`config.mk`:
```
export PLATFORM = sky130hd
export DESIGN_NAME = hp_display_counter
export DESIGN_NICKNAME = d
export VERILOG_FILES = /design/src/rtl/hp_display_counter.sv
export SDC_FILE = /design/constraint.sdc
export NUM_CORES = 1
export LEC_CHECK = 0
export CAP_MARGIN = 20
export CORE_ASPECT_RATIO = 0.6
export CORE_MARGIN = 2
export CORE_UTILIZATION = 35
export DETAILED_ROUTE_END_ITERATION = 6
export GPL_TIMING_DRIVEN = 0
export PLACE_DENSITY = 0.63
export SYNTH_ARGS = -nofsm -noshare
export SYNTH_HDL_FRONTEND = slang
export SYNTH_SLANG_ARGS = --single-unit
```
`constraint.sdc`:
```
create_clock -name clk -period 4.89 [get_ports clk]
set_input_delay 0.978 -clock clk [delete_from_list [all_inputs] [get_ports clk]]
set_output_delay 0.978 -clock clk [all_outputs]
set_load 0.01 [all_outputs]
```
`src/rtl/hp_display_counter.sv`:
```
// hp_display_counter: per-frame HP bookkeeping plus a seven-segment style
// numeric overlay for the VGA object mux. Hit/heal pulses accumulate during
// the frame, are applied once at startOfFrame, then the new HP is converted
// to BCD by a sequential double-dabble before it reaches the display.
module hp_display_counter #(
  parameter int          MAX_HP       = 100,
  parameter int          HIT_STEP     = 25,
  parameter int          HEAL_STEP    = 25,
  parameter int          LOW_THRESH   = 25,
  parameter int          BLINK_FRAMES = 16,
  parameter int          NUM_DIGITS   = 3,
  parameter int          DIGIT_W      = 16,
  parameter int          DIGIT_H      = 32,
  parameter logic [7:0]  DIGIT_COLOR  = 8'hFF
) (
  input  logic        clk,
  input  logic        resetN,
  input  logic [10:0] offsetX,
  input  logic [10:0] offsetY,
  input  logic        got_hit,
  input  logic        heal,
  input  logic        restart,
  input  logic        startOfFrame,
  output logic        drawingRequest,
  output logic [7:0]  RGBout,
  output logic [7:0]  hp_value,
  output logic        hp_zero,
  output logic        busy
);

  localparam int HP_W     = $clog2(MAX_HP + 1);
  localparam int BCD_W    = 4 * NUM_DIGITS;
  localparam int CNT_W    = (HP_W > 1) ? $clog2(HP_W) : 1;
  localparam int BL_W     = (BLINK_FRAMES > 1) ? $clog2(BLINK_FRAMES) : 1;
  localparam int DW_LOG   = $clog2(DIGIT_W);
  localparam int STEP_MAX = (HIT_STEP > HEAL_STEP) ? HIT_STEP : HEAL_STEP;
  localparam int CALC_RAW = HP_W + $clog2(STEP_MAX + 1) + 6;
  localparam int CALC_W   = (CALC_RAW > HP_W + 9) ? CALC_RAW : HP_W + 9;
  // glyph geometry: stroke thickness and vertical midline
  localparam int SEG_T    = DIGIT_W / 8;
  localparam int MID      = DIGIT_H / 2;

  // Elaboration-time binary to BCD for the reset/restart display value.
  function automatic logic [BCD_W-1:0] to_bcd(input int v);
    logic [BCD_W-1:0] r;
    int t;
    r = '0;
    t = v;
    for (int i = 0; i < NUM_DIGITS; i++) begin
      r[i*4 +: 4] = 4'(t % 10);
      t = t / 10;
    end
    return r;
  endfunction

  localparam logic [BCD_W-1:0] MAX_BCD = to_bcd(MAX_HP);

  // Seven-segment glyph ROM: segment set per digit, rectangles per segment.
  function automatic logic glyph_px(input logic [3:0] dg, input int col, input int row);
    logic [6:0] seg;  // {a,b,c,d,e,f,g}
    logic hx, lc, rc, up, lo;
    case (dg)
      4'd0:    seg = 7'b1111110;
      4'd1:    seg = 7'b0110000;
      4'd2:    seg = 7'b1101101;
      4'd3:    seg = 7'b1111001;
      4'd4:    seg = 7'b0110011;
      4'd5:    seg = 7'b1011011;
      4'd6:    seg = 7'b1011111;
      4'd7:    seg = 7'b1110000;
      4'd8:    seg = 7'b1111111;
      4'd9:    seg = 7'b1111011;
      default: seg = 7'b0000000;
    endcase
    hx = (col >= SEG_T) && (col < DIGIT_W - SEG_T);
    lc = (col >= SEG_T) && (col < 2 * SEG_T);
    rc = (col >= DIGIT_W - 2 * SEG_T) && (col < DIGIT_W - SEG_T);
    up = (row >= SEG_T) && (row < MID + SEG_T / 2);
    lo = (row >= MID - SEG_T / 2) && (row < DIGIT_H - SEG_T);
    return (seg[6] && hx && row >= SEG_T && row < 2 * SEG_T) ||
           (seg[5] && rc && up) ||
           (seg[4] && rc && lo) ||
           (seg[3] && hx && row >= DIGIT_H - 2 * SEG_T && row < DIGIT_H - SEG_T) ||
           (seg[2] && lc && lo) ||
           (seg[1] && lc && up) ||
           (seg[0] && hx && row >= MID - SEG_T / 2 && row < MID + SEG_T / 2);
  endfunction

  typedef enum logic [1:0] {IDLE, APPLY, CONVERT} state_t;

  state_t            state_q, state_d;
  logic [HP_W-1:0]   hp;
  logic [HP_W-1:0]   hp_new;
  logic [3:0]        pend_hit, pend_heal;
  logic              ev_hit, ev_heal;
  logic [HP_W-1:0]   work_bin;
  logic [BCD_W-1:0]  work_bcd, adj_bcd, dd_next, disp_bcd;
  logic [CNT_W-1:0]  conv_cnt;
  logic              conv_last;
  logic [BL_W-1:0]   blink_cnt;
  logic              blink_on;
  logic              hp_low;

  logic signed [CALC_W-1:0] hp_s, hit_s, heal_s, sum_s;

  logic [10:0]       dig_idx;
  int                col, row;
  logic              in_box;
  logic [3:0]        cur_digit;
  logic              cur_blank;
  logic              lead;
  logic [3:0]        dv;

  // A simultaneous hit and heal cancel out.
  assign ev_hit  = got_hit & ~heal;
  assign ev_heal = heal & ~got_hit;

  assign conv_last = (conv_cnt == CNT_W'(HP_W - 1));
  assign hp_low    = (hp != '0) && (int'(hp) <= LOW_THRESH);

  assign busy     = (state_q != IDLE);
  assign hp_zero  = (hp == '0);
  assign hp_value = 8'(hp);
  assign RGBout   = DIGIT_COLOR;

  // State register.
  always_ff @(posedge clk or negedge resetN) begin
    if (!resetN) state_q <= IDLE;
    else         state_q <= state_d;
  end

  // Next-state: one APPLY cycle, HP_W CONVERT cycles; restart wins.
  always_comb begin
    state_d = state_q;
    case (state_q)
      IDLE:    if (startOfFrame) state_d = APPLY;
      APPLY:   state_d = CONVERT;
      CONVERT: if (conv_last) state_d = IDLE;
      default: state_d = IDLE;
    endcase
    if (restart) state_d = IDLE;
  end

  // Signed frame update, clamped to [0, MAX_HP]; a dead player stays dead.
  always_comb begin
    hp_s   = signed'(CALC_W'(hp));
    hit_s  = signed'(CALC_W'(pend_hit)) * signed'(CALC_W'(HIT_STEP));
    heal_s = signed'(CALC_W'(pend_heal)) * signed'(CALC_W'(HEAL_STEP));
    sum_s  = hp_s - hit_s + heal_s;
    if (hp == '0)
      hp_new = '0;
    else if (sum_s < 0)
      hp_new = '0;
    else if (sum_s > signed'(CALC_W'(MAX_HP)))
      hp_new = HP_W'(MAX_HP);
    else
      hp_new = sum_s[HP_W-1:0];
  end

  // Pending event counters, saturating; reloaded from this cycle's event in APPLY.
  always_ff @(posedge clk or negedge resetN) begin
    if (!resetN) begin
      pend_hit  <= '0;
      pend_heal <= '0;
    end else if (restart) begin
      pend_hit  <= '0;
      pend_heal <= '0;
    end else if (state_q == APPLY) begin
      pend_hit  <= 4'(ev_hit);
      pend_heal <= 4'(ev_heal);
    end else begin
      if (ev_hit && pend_hit != 4'hF)   pend_hit  <= pend_hit + 4'd1;
      if (ev_heal && pend_heal != 4'hF) pend_heal <= pend_heal + 4'd1;
    end
  end

  // Double-dabble step: add 3 to any digit >= 5, then shift in the next bit.
  always_comb begin
    adj_bcd = work_bcd;
    for (int i = 0; i < NUM_DIGITS; i++)
      if (work_bcd[i*4 +: 4] >= 4'd5) adj_bcd[i*4 +: 4] = work_bcd[i*4 +: 4] + 4'd3;
    dd_next = {adj_bcd[BCD_W-2:0], work_bin[HP_W-1]};
  end

  // HP register and conversion datapath; display digits change only on the last step.
  always_ff @(posedge clk or negedge resetN) begin
    if (!resetN) begin
      hp       <= HP_W'(MAX_HP);
      disp_bcd <= MAX_BCD;
      work_bcd <= '0;
      work_bin <= '0;
      conv_cnt <= '0;
    end else if (restart) begin
      hp       <= HP_W'(MAX_HP);
      disp_bcd <= MAX_BCD;
      conv_cnt <= '0;
    end else begin
      case (state_q)
        APPLY: begin
          hp       <= hp_new;
          work_bin <= hp_new;
          work_bcd <= '0;
          conv_cnt <= '0;
        end
        CONVERT: begin
          work_bin <= work_bin << 1;
          work_bcd <= dd_next;
          conv_cnt <= conv_cnt + CNT_W'(1);
          if (conv_last) disp_bcd <= dd_next;
        end
        default: ;
      endcase
    end
  end

  // Low-HP blink: frame counter with a phase toggle every BLINK_FRAMES frames.
  always_ff @(posedge clk or negedge resetN) begin
    if (!resetN) begin
      blink_cnt <= '0;
      blink_on  <= 1'b1;
    end else if (restart || !hp_low) begin
      blink_cnt <= '0;
      blink_on  <= 1'b1;
    end else if (startOfFrame) begin
      if (blink_cnt == BL_W'(BLINK_FRAMES - 1)) begin
        blink_cnt <= '0;
        blink_on  <= ~blink_on;
      end else begin
        blink_cnt <= blink_cnt + BL_W'(1);
      end
    end
  end

  // Pick the digit under the beam and decide whether it is a blanked leading zero.
  always_comb begin
    dig_idx   = offsetX >> DW_LOG;
    col       = int'(offsetX[DW_LOG-1:0]);
    row       = int'(offsetY);
    in_box    = (int'(offsetX) < NUM_DIGITS * DIGIT_W) && (row < DIGIT_H);
    cur_digit = '0;
    cur_blank = 1'b1;
    lead      = 1'b1;
    dv        = '0;
    for (int i = NUM_DIGITS - 1; i >= 0; i--) begin
      dv = disp_bcd[i*4 +: 4];
      if (int'(dig_idx) == NUM_DIGITS - 1 - i) begin
        cur_digit = dv;
        cur_blank = lead && (dv == 4'd0) && (i != 0);
      end
      if (dv != 4'd0) lead = 1'b0;
    end
  end

  // Registered pixel request, one clock after the offsets.
  always_ff @(posedge clk or negedge resetN) begin
    if (!resetN) drawingRequest <= 1'b0;
    else         drawingRequest <= in_box && !cur_blank && blink_on &&
                                   glyph_px(cur_digit, col, row);
  end

endmodule

```
Word-level counts from Yosys, hierarchy flattened --
Memory sizes are Yosys's and may differ from the RTL's. Cells that the tools add are included.
Storage, ports and cells: logic and storage cells 155, bits in writable memories 0, ROM bits 112, output and inout port bits 19, register bits 57, memories kept 1, bits in latches 0
Memory list:
- (no name shown) | words 16, bits a word 7, rd ports 1, clocked after Yosys merged registers in 0, wr ports 0, line 62 | case (dg)
Operators by class: shift-type cells 0, add/subtract/negate cells 9, multiplexer cells 38, magnitude comparators 18, reduce and logical (&&, ||, !) cells 60, div/mod/pow operators 0, eq/ne operators 10, $mul 2, bitwise logic cells 6
Operator list (number):
- 4-bit 2-to-1 mux | 14
- 12-bit 2-to-1 mux | 3
- 7-bit 2-to-1 mux | 5
- 1-bit logical AND | 30
- 12-bit case mux with 2 select lines | 1
- 11-bit by 5-bit less-than comparator with 1-bit output, second input constant | 2
- 11-bit by 6-bit less-than comparator with 1-bit output, second input constant | 2
- 4-bit by 5-bit multiplier with 9-bit output, second input constant | 2
- 7-bit case mux with 2 select lines | 1
- 2-bit nonzero test | 7
- 4-bit by 1-bit adder with 4-bit output, second input constant | 3
- 4-bit by 3-bit greater-or-equal comparator with 1-bit output, second input constant | 3
- 10-bit by 10-bit adder with 11-bit output | 1
- 11-bit by 2-bit greater-or-equal comparator with 1-bit output, second input constant | 1
- 11-bit by 4-bit greater-or-equal comparator with 1-bit output, second input constant | 1
- 11-bit by 5-bit greater-or-equal comparator with 1-bit output, second input constant | 1
- 11-bit by 8-bit > comparator with 1-bit output, second input constant | 1
- 11-bit zero test | 1
- 11-bit by 1-bit less-than comparator with 1-bit output, second input constant | 1
- 11-bit by 3-bit less-than comparator with 1-bit output, second input constant | 1
- 7-bit by 9-bit subtractor with 10-bit output | 1
- 3-bit nonzero test | 3
- 4-bit by 2-bit adder with 4-bit output, second input constant | 2
- 4-bit zero test | 2
- 29 further kinds | 54

Logic depth before layout (Yosys ltp) --
An unclocked memory read counts as a cell.
depth in word-level cells 15, gate-level depth with buffers 19, mapped depth without buffers 18

Least setup slack after synthesis --
Ideal clock, no wire load.
path kind flip-flop to flip-flop, start register hp[2], end register hp[4], clock period less this slack 4.290 ns, slack 0.600 ns, stages on the path, launching flop included 18, buffers on the path 1, setup time 0.122 ns, data required time 4.768 ns, arrival time 4.168 ns, cell sequence dfstp_2 -> and2b_1 -> fa_1 -> inv_1 -> ha_1 -> a21o_1 -> a221oi_2 -> o21bai_1 -> a21oi_1 -> xnor2_1 -> ha_1 -> a21o_1 -> o21ai_0 -> o21ai_0 -> a311o_1 -> and4_4 -> buf_6 -> a32o_1
On the way: cells in the longest elaborated chain, start to end 8, elaborated cells between the ends (all ways) 10
Ends and longest elaborated chain:
- start, declared | line 92 | logic [HP_W-1:0] hp;
- start signal, assigned | line 188 | hp <= HP_W'(MAX_HP);
- start signal, assigned | line 194 | hp <= HP_W'(MAX_HP);
- start signal, assigned | line 200 | hp <= hp_new;
- 7-bit by 9-bit subtractor with 10-bit output | line 149 | sum_s = hp_s - hit_s + heal_s;
- 10-bit by 10-bit adder with 11-bit output | line 149
- 11-bit by 8-bit > comparator with 1-bit output | line 154 | else if (sum_s > signed'(CALC_W'(MAX_HP)))
- 7-bit 2-to-1 mux | line 154
- 7-bit 2-to-1 mux | line 152 | else if (sum_s < 0)
- 7-bit 2-to-1 mux (*) | line 150 | if (hp == '0)
- 7-bit 2-to-1 mux (*) | line 198 | case (state_q)
- 7-bit 2-to-1 mux (*) | line 193 | end else if (restart) begin
Mark *: on every way between the ends. The rest lies on a longest branch, timed or not. The select of a mux whose other input is x is not followed. A chain may end at the register's enable or synchronous reset.

Worst setup path in the final report --
Same ends and word-level chain as after synthesis.

==> flow_summary.ini <==
[clock_network]
clk_pin_slew_worst_paths_ns = 0.05
post_cts_buffers = 0
cts_root_buf = clkbuf_16
cts_tree = yes
cts_buffer_depth = 2
worst_skew_pair.late_latency_ns = 0.33
cts_buffers = 9
clock_sinks = 57
ctsHoldBuffers = 0
h-tree-depth = 3

[timing]
rsz0062_at_grt = false
setup_slack_ns = 0.205
fin_crit_ns = 4.69
max_freq_mhz = 213
setup_tns_ns = 0
timing.hold.ws_ns = 0.516
final_hold_viol_count = 0
drv_slew = 0
post-route-period-util_pct = 95.8
finalSetupViolCount = 0
max_slew_margin_pct = 49.2
tightestPinTransition_ns = 0.763
skew_ns = 0.00440

[pwr]
swShare_pct = 43.6
internal-power_uw = 1680
peakVddDrop_v = 0.000334
p_switching_uw = 1290
power_frac_clock_pct = 21.3
leakage_uw = 0.00256
powerDensity_nw_per_um2 = 529
pwr-share-comb_pct = 57.3
post-layout-total-power_uw = 2970
power_frac_seq_pct = 21.4

[synth]
ys_seq_area_share_pct = 30.4
netlist_top_cells_area = dfrtp_1, ha_1, inv_1, o21ai_0, a21oi_1
synthDominantAreaCellType = dfrtp_1
synth_edf_count = 0
yosysTopAreaCellShare_pct = 27.6
yosys-top-cells-count = ha_1, inv_1, dfrtp_1
syn_area_per_cell_um2 = 8.72
post-synth-top-count-cell = ha_1
async_flop_share_pct = 100
synth_cells = 540
ys.flop_type = dfrtp_1
ys_seq_elements = 57
syn_area_um2 = 4710
synth_cell_types = 65
yosysWarnings = 0

[grt]
track_usage_pct = 17.4
grt_max_degree = 34
antenna_found_initial = 0
grt_pass1_wl_um = 20000
grt-ovfl-total = 0
grt_pass1_vias = 3978

[worst_setup_path]
cp-end-kind = register
required_ns = 5.10
cp_max_fo = 10
crit_path_max_incr_delay_ns = 0.59
worstSetupStartpointType = register
arrival_ns = 4.90
critPathSlowestCell = dfstp_2
path_cells = and2b_1 -> fa_1 -> inv_1 -> ha_1 -> a21o_1 -> a221oi_4 -> o21bai_1 -> a21oi_2 -> xnor2_1 -> ha_2 -> a21o_1 -> o21ai_0 -> o21ai_0 -> a311o_1 -> and4_4 -> buf_6 -> a32o_1
criticalPathCategory = register to register

[die]
core_um2 = 13000
start_util_pct = 36.3
row_count = 32
fp.dieH_um = 93.9
die-area_um2 = 14400
fp.dieW_um = 154
ios = 47

[route]
wl_met2_um = 4730
num_vias = 4074
wl_met1_um = 6350
drt_iter0_markers = 199
wl_met3_um = 741
top_layer = met4
ant_nets = 0
routedWlPerCell_um = 15.6
viasPerCell = 5.33
dr.pass1.iters = 5
routed_wl_um = 11900
drc = 0

[finish]
seqCellArea_um2 = 1430
drive_gt1_share_pct = 9.58
synthToLayoutAreaGrowth_pct = 19.4
fill_cells = 1283
num_antenna_cells = 0
multi_input_area_um2 = 3010
final_cells = 765
num-nets-final = 680

[run_status]
outcome = complete, no violations

[worst_hold_path]
hold_class = register to register

[place]
dp.cells = 750
dp_slack_ns = 0.186
dpl.hpwl_um = 9340
place.gp.congestion = 0.864
io_buffers = 32

[run]
drv_cap = 0
[cells in the final DEF, fill, tap and decap left out, types with 10 or more instances in the layout]
cell type,instances
inv_1,54
ha_1,54
dfrtp_1,51
nor2_1,42
nand2_1,42
o21ai_0,35
a21oi_1,32
clkdlybuf4s50_1,31
xnor2_1,18
xor2_1,12
nor3_1,11
nand3_1,11
clkbuf_1,10
nand2b_1,10
[worst max-delay path: cells and delay by family, from the launching register on]
kind,cells,cell delay (ns)
XOR/XNOR,1,0.16
AO/OA/AOI/OAI,9,2.08
buffers and inverters,2,0.22
adder cells (fa/ha/maj),3,1.14
AND/OR/NAND/NOR,2,0.38
flip-flops,1,0.59
[power groups by stage]
stage	combinational, uW	sequential (uW)	clock [uW]
floorplan	1180	624	0
global placement	1590	638	0
detailed placement	1620	641	0
CTS	1640	634	636
global route	1890	649	666
finish	1700	636	632
[registers in the layout, summed over array words and instances (netlist names)]
name and flops:
disp_bcd 12, work_bcd 12, hp 7, work_bin 7, blink_cnt 4, pend_heal 4
pend_hit 4, conv_cnt 3, state_q 2, blink_on 1, drawingRequest 1
[kinds of logic after synthesis]
| family | count (synthesis) | synth area share (%) |
|---|---|---|
| AO/OA/AOI/OAI | 137 | 19.4 |
| XOR/XNOR | 30 | 5.58 |
| adder cells (fa/ha/maj) | 62 | 17.4 |
| buffers and inverters | 78 | 7.17 |
| flip-flops | 57 | 30.4 |
| multiplexers | 12 | 2.66 |
| other | 2 | 0.159 |
| AND/OR/NAND/NOR | 162 | 17.1 |
[repair_timing]
| item | in CTS | in global routing |
|---|---|---|
| resized for setup | 0 | 9 |
| endpoints found under the setup margin | 0 | 12 |
| hold endpoints to repair | 0 | 0 |
[per-stage QoR]
stage          instance area [um^2]  utilization [%]
3_5_place_dp                   5280             40.7
4_1_cts                        5580             43.0
5_1_grt                        5620             43.3
3_3_place_gp                   5270             40.6
2_1_floorplan                  4740                -
6_report                       5620             43.3
[routing by layer]
metal / vias up / GRT usage, %
met3: 14 / 4.52
met5: - / 0
li1: 1985 / -
met4: 0 / 3.06
met2: 130 / 24.4
met1: 1945 / 26.7
[path summary, 6_finish.rpt]
check / start / endpoint / slack [ns] / depth (start not counted)
min in group asynchronous: resetN / pend_heal[2] / 0.72 / 1
worst min register to register: disp_bcd[2] / disp_bcd[2] / 0.52 / 2
worst max register to register: hp[2] / hp[4] / 0.20 / 17
max in group asynchronous: resetN / hp[5] / 3.49 / 2
worst min-delay path: disp_bcd[2] / disp_bcd[2] / 0.52 / 2
worst max-delay path: hp[2] / hp[4] / 0.20 / 17
[cell type report]
| class | count | share of cell area (%) |
|---|---|---|
| multi-input cells | 412 | 53.5 |
| flip-flops and latches | 57 | 25.5 |
| repair buffers | 33 | 5.96 |
| clock buffers | 10 | 4.25 |
| well taps | 170 | 3.78 |
| inverters | 54 | 3.60 |
| plain buffers | 23 | 2.34 |
| clock inverters | 6 | 1.02 |
(Power assumes the default switching activity.)
